<file path="src/rtl/id_branch_ctrl.sv">
// ID-stage branch resolver: IF/ID register, R2000 delay slot, redirect to fetch, taken counter.
// Latency: taken branch in ID at T -> br at T+1 -> target valid in ID at T+3; stall freezes all but except.
module id_branch_ctrl #(
    parameter int          CNT_W      = 16,
    parameter logic [31:0] EXC_VECTOR = 32'h8000_0080
) (
    input  logic             clk,
    input  logic             rst,
    input  logic [31:0]      pc_in,
    input  logic [31:0]      inst_in,
    input  logic             stall,
    input  logic [31:0]      rs_data,
    input  logic [31:0]      rt_data,
    input  logic             except_req,
    output logic [31:0]      pc_id,
    output logic [31:0]      inst_id,
    output logic             valid_id,
    output logic             br,
    output logic [31:0]      sign,
    output logic             except,
    output logic [31:0]      fixed,
    output logic [CNT_W-1:0] taken_cnt
);

    typedef enum logic {RUN, SLOT} state_t;

    state_t      state;
    logic        exc_pend;
    logic [5:0]  op;
    logic [5:0]  funct;
    logic [31:0] pc_plus4;
    logic [31:0] br_target;
    logic [31:0] j_target;
    logic        taken;
    logic [31:0] target;

    assign op        = inst_id[31:26];
    assign funct     = inst_id[5:0];
    assign pc_plus4  = pc_id + 32'd4;
    assign br_target = pc_plus4 + {{14{inst_id[15]}}, inst_id[15:0], 2'b00};
    assign j_target  = {pc_plus4[31:28], inst_id[25:0], 2'b00};
    assign fixed     = EXC_VECTOR;

    // The instruction sitting in the delay slot is never resolved (decode off in SLOT).
    always_comb begin
        taken  = 1'b0;
        target = br_target;
        if (valid_id && state == RUN) begin
            case (op)
                6'h04: taken = (rs_data == rt_data);
                6'h05: taken = (rs_data != rt_data);
                6'h06: taken = ($signed(rs_data) <= 32'sd0);
                6'h07: taken = ($signed(rs_data) > 32'sd0);
                6'h02, 6'h03: begin
                    taken  = 1'b1;
                    target = j_target;
                end
                6'h00: begin
                    if (funct == 6'h08) begin
                        taken  = 1'b1;
                        target = rs_data;
                    end
                end
                default: taken = 1'b0;
            endcase
        end
    end

    always_ff @(posedge clk or posedge rst) begin
        if (rst) begin
            pc_id     <= '0;
            inst_id   <= '0;
            valid_id  <= 1'b0;
            br        <= 1'b0;
            sign      <= '0;
            except    <= 1'b0;
            taken_cnt <= '0;
            state     <= RUN;
            exc_pend  <= 1'b0;
        end else if (except_req) begin
            // exc_pend kills the next capture too: it is the in-flight wrong-path fetch.
            except   <= 1'b1;
            br       <= 1'b0;
            state    <= RUN;
            valid_id <= 1'b0;
            exc_pend <= 1'b1;
            if (!stall) begin
                pc_id   <= pc_in;
                inst_id <= inst_in;
            end
        end else begin
            except <= 1'b0;
            if (!stall) begin
                pc_id    <= pc_in;
                inst_id  <= inst_in;
                valid_id <= !(state == SLOT || exc_pend);
                exc_pend <= 1'b0;
                if (state == SLOT) begin
                    br    <= 1'b0;
                    state <= RUN;
                end else if (taken) begin
                    br    <= 1'b1;
                    sign  <= target;
                    state <= SLOT;
                    if (taken_cnt != '1) begin
                        taken_cnt <= taken_cnt + 1'b1;
                    end
                end
            end
        end
    end

endmodule

</file>
<file path="config.mk">
export PLATFORM = sky130hd
export DESIGN_NAME = id_branch_ctrl
export DESIGN_NICKNAME = d
export VERILOG_FILES = /design/src/rtl/id_branch_ctrl.sv
export SDC_FILE = /design/constraint.sdc
export NUM_CORES = 1
export LEC_CHECK = 0
export CELL_PAD_IN_SITES_DETAIL_PLACEMENT = 1
export CELL_PAD_IN_SITES_GLOBAL_PLACEMENT = 2
export CORE_UTILIZATION = 24
export DETAILED_ROUTE_END_ITERATION = 12
export PLACE_DENSITY_LB_ADDON = 0.1
export SLEW_MARGIN = 20
export SYNTH_ARGS = -nofsm -noshare
export SYNTH_HDL_FRONTEND = slang
export SYNTH_SLANG_ARGS = --single-unit
</file>
<file path="constraint.sdc">
create_clock -name clk -period 3.5 [get_ports clk]
set_input_delay 0.525 -clock clk [delete_from_list [all_inputs] [get_ports clk]]
set_output_delay 0.525 -clock clk [all_outputs]
set_load 0.05 [all_outputs]
</file>
==> results.md <==
- Status: finished clean
- DIE HEIGHT: 183.6 um
- Via Count: between 7,000 and 8,000
- Worst-skew pair later-pin latency: ~0.43 ns
- Post-synthesis register bit count: between 100 and 150
- Switching Share: 0.3929
- Die width: 183.6 um
- # DRC: 0
- RSZ-0062 raised after global routing: yes
- Power Total: between 5000 and 6000 uW
- Row cnt: 66
- CP Max Fanout: 4
- Vias in the first global route: between 8,000 and 9,000
- Pre-Repair DR Iteration Count: 5
- Seq pwr share: 0.272
- Max Root-Sink Buffers: 2
- Setup violation total in the final timing report: 0
- Sequential Area: between 2000 and 3000 um^2
- Area of the multi-input gates: 4928 um^2
- Placed cell count: around 1,600
- Final period util: 0.9664
- Min Hold Slack: about 0.48 ns
- Comb pwr share: 0.435
- First-pass GRT wire length: just under 50,000 um
- Antenna-violating nets left: 0
- Cell Pwr Density: between 400 and 500 nW/um^2
- Die area: around 34,000 um^2
- Tot GR Track Use: 0.1976
- Routability cong.: 0.8255
- TritonCTS clock tree: built
- WL final: around 33,000 um
- Max Clk Rate: 295.6 MHz
- Clock Power Share: 0.293
- Cell Area, Synth: ~7900 um^2
- Worst slew margin: 0.3178
- Tmin final: between 3 and 4 ns
- CP Class: reg -> reg
- FILL cells: 3,661
- Worst R2R Setup Slack: approximately 0.12 ns
- Yosys Warn Count: 0
- Switching Power: about 2300 uW
- Startpoint types: register
- Worst hold path class: reg -> reg
- Critical register-to-register path startpoint: pc_id[4]$_DFFE_PP0N_
- Worst reg2reg path depth: 16
- Sink Count: about 120
- Share of layout cells above drive strength 1: 0.2594
- Critical path capture point type: register
- DP Wirelength: approximately 26,000 um
- HP Start: exc_pend$_DFFE_PP0P_
- Port buffer count: approximately 250
- Area growth, synth to finish: 60.12%
- Synth unique cells: between 60 and 70
- Post-synth ARST share: 1.000
- Max Slew Vio Count: 0
- Worst Hold Path Cells: 2
- Antenna violations before repair: 0
- Drt wl/cell: between 20 and 25 um
- Average size of a mapped cell: 9.697 um^2
- Worst Skew: around 0.013 ns
- Vias per inst: ~4.7
- Cell Count, Final, Fillers Out: around 1,600
- # H-tree levels: 4
- CP required: between 3 and 4 ns
- Largest net degree at the start of global routing: 70
- # hold bufs at CTS: 0
- Root Buffer: clkbuf_16
- Core area: between 30,000 and 40,000 um^2
- Grt total ovfl: 0
- RR Endpoint: sign[31]$_DFFE_PP0P_
- Worst Tran Pin Value: around 1.0 ns
- Max IR drop VDD: roughly 310 uV
- Starting Density: 0.2438
- Nets: between 1,000 and 1,500
- P_int: approximately 3600 uW
- Cells after Synth: about 800
- Sequential fraction of the synthesis area: 0.3700
- Initial drt markers: between 300 and 400
- Pleak: 0.005304 uW
- CP Data Arrival Time: 3.68 ns
- Total CTS buffers: 17
- Top_reg_cell synth: dfrtp_1
- CTS clock-pin slew for the worst setup and hold paths: around 0.06 ns
- EDFF count, synth: 0
- Worst Hold End: exc_pend$_DFFE_PP0P_
- Max-Cap Viols: 0
- I/O pins: ~280
- Final hold vios: 0
-- cells in the final DEF (no fill, tap or decap), types with 6 or more instances in the layout --
cell,Yosys,final
dfrtp_1,117,109
nor4_1,19,16
conb_1,2,32
a21oi_2,0,6
and3_1,13,12
nand2_1,46,43
a31oi_1,12,11
a21o_1,14,14
xnor2_1,46,40
buf_4,35,135
xor2_1,46,46
a221oi_1,6,6
clkdlybuf4s50_1,0,245
o21ai_0,15,13
nor2_1,65,58
nand4_1,20,20
ha_1,36,33
a22oi_1,15,15
nor2b_1,7,6
nand3_1,26,25
nand2b_1,7,7
inv_1,22,20
xnor2_2,0,6
dfrtp_2,0,8
clkbuf_16,0,17
o21a_1,8,8
a21oi_1,46,40
nor3_1,13,9
mux2_2,69,69
a222oi_1,11,11
-- state kept, by name, indices dropped and copies added, names as in the netlist --
signal / cells
sign: 32
except: 1
taken_cnt: 16
state: 1
br: 1
exc_pend: 1
valid_id: 1
inst_id: 32
pc_id: 32
-- worst max-delay path, cell delays in order, from the launching register on --
cell and delay [ns]:
dfrtp_2 0.40, and3_4 0.21, buf_4 0.15, nand2_4 0.07
nor2_4 0.04, xor2_1 0.16, ha_1 0.33, and4_4 0.19
a21o_1 0.20, nor3_2 0.19, a21oi_2 0.12, a2111oi_4 0.38
buf_4 0.18, o31ai_4 0.08, a221oi_2 0.30, xnor2_1 0.15
o22ai_1 0.09
-- synthesized netlist by cell type (6+ instances only) --
cell | number | share of area
a21o_1 | 14 | 0.013
a21oi_1 | 46 | 0.029
a221oi_1 | 6 | 0.0066
a222oi_1 | 11 | 0.014
a22oi_1 | 15 | 0.014
a31oi_1 | 12 | 0.0095
and3_1 | 13 | 0.010
and4_1 | 7 | 0.0077
buf_2 | 6 | 0.0038
buf_4 | 35 | 0.033
clkbuf_1 | 21 | 0.010
dfrtp_1 | 117 | 0.37
ha_1 | 36 | 0.057
inv_1 | 22 | 0.010
mux2_2 | 69 | 0.098
nand2_1 | 46 | 0.022
nand2b_1 | 7 | 0.0055
nand3_1 | 26 | 0.016
nand4_1 | 20 | 0.016
nor2_1 | 65 | 0.031
nor2b_1 | 7 | 0.0055
nor3_1 | 13 | 0.0082
nor4_1 | 19 | 0.015
o21a_1 | 8 | 0.0076
o21ai_0 | 15 | 0.0095
xnor2_1 | 46 | 0.051
xor2_1 | 46 | 0.051
-- through the flow --
step | cell area [um^2] | worst slack [ns] | setup TNS [ns] | util
detailed placement | 11710 | -0.2431 | -4.667 | 0.3607
finish | 12670 | 0.1175 | 0 | 0.3904
global route | 12670 | -0.07751 | -0.2269 | 0.3903
global placement | 11710 | -0.2053 | -4.828 | 0.3607
floorplan | 8039 | -0.06746 | -0.06746 | -
CTS | 12340 | 0.02062 | 0 | 0.3802
-- what timing repair did --
action                                  CTS  global route
gates resized for setup                  16            49
endpoints found under the setup margin   10            16
hold endpoints to repair                  0             0
pin swaps                                 3            40
buffers inserted                          1            13
-- cell families after synthesis --
logic type,count (synthesis),synth area share
and+or+nand+nor,241,0.1588
AOI/OAI and AO/OA,168,0.1488
DFF,117,0.3700
xor gates and xnor gates,92,0.1018
buffers and inverters,89,0.06072
muxes,70,0.09946
adders and majority gates,37,0.05946
other,2,0.0009491
-- per-layer routing --
| layer | GRT usage | share of wire | vias up |
|---|---|---|---|
| li1 | - | - | 3670 |
| met5 | 0 | 0 | - |
| met3 | 0.03744 | 0.048 | 21 |
| met2 | 0.3302 | 0.47 | 222 |
| met4 | 0.04200 | 0.0091 | 0 |
| met1 | 0.2633 | 0.47 | 3775 |
-- final cells by class --
class | instances | area share
Clock inverter | 11 | 0.007999
Multi-Input combinational cell | 640 | 0.3890
Sequential cell | 117 | 0.2319
Tap cell | 442 | 0.04365
Inverter | 22 | 0.006814
Antenna cell | 1 | 0.0001975
Timing Repair Buffer | 388 | 0.2841
Clock buffer | 21 | 0.03634
-- worst max path at each step --
stage / cells past startpoint / from / slack, ns / to
6_report: 16 / pc_id[4]$_DFFE_PP0N_ / 0.12 / sign[31]$_DFFE_PP0P_
5_1_grt: 17 / pc_id[7]$_DFFE_PP0N_ / -0.08 / sign[30]$_DFFE_PP0P_
4_1_cts: 18 / pc_id[8]$_DFFE_PP0N_ / 0.02 / sign[24]$_DFFE_PP0P_
3_5_place_dp: 15 / pc_id[6]$_DFFE_PP0N_ / -0.24 / sign[25]$_DFFE_PP0P_
3_3_place_gp: 11 / rs_data[15] / -0.21 / taken_cnt[3]$_DFFE_PP0P_
2_1_floorplan: 14 / pc_id[10]$_DFFE_PP0N_ / -0.07 / sign[30]$_DFFE_PP0P_
-- power groups by stage --
stage	clock network [uW]	logic [uW]	registers (uW)
after floorplan	0	971	2130
after detailed placement	0	2480	1650
after global placement	0	2470	1640
after global routing	1860	2780	1640
final	1750	2590	1620
after CTS	1800	2520	1620
Power figures use the tool's default switching activity.
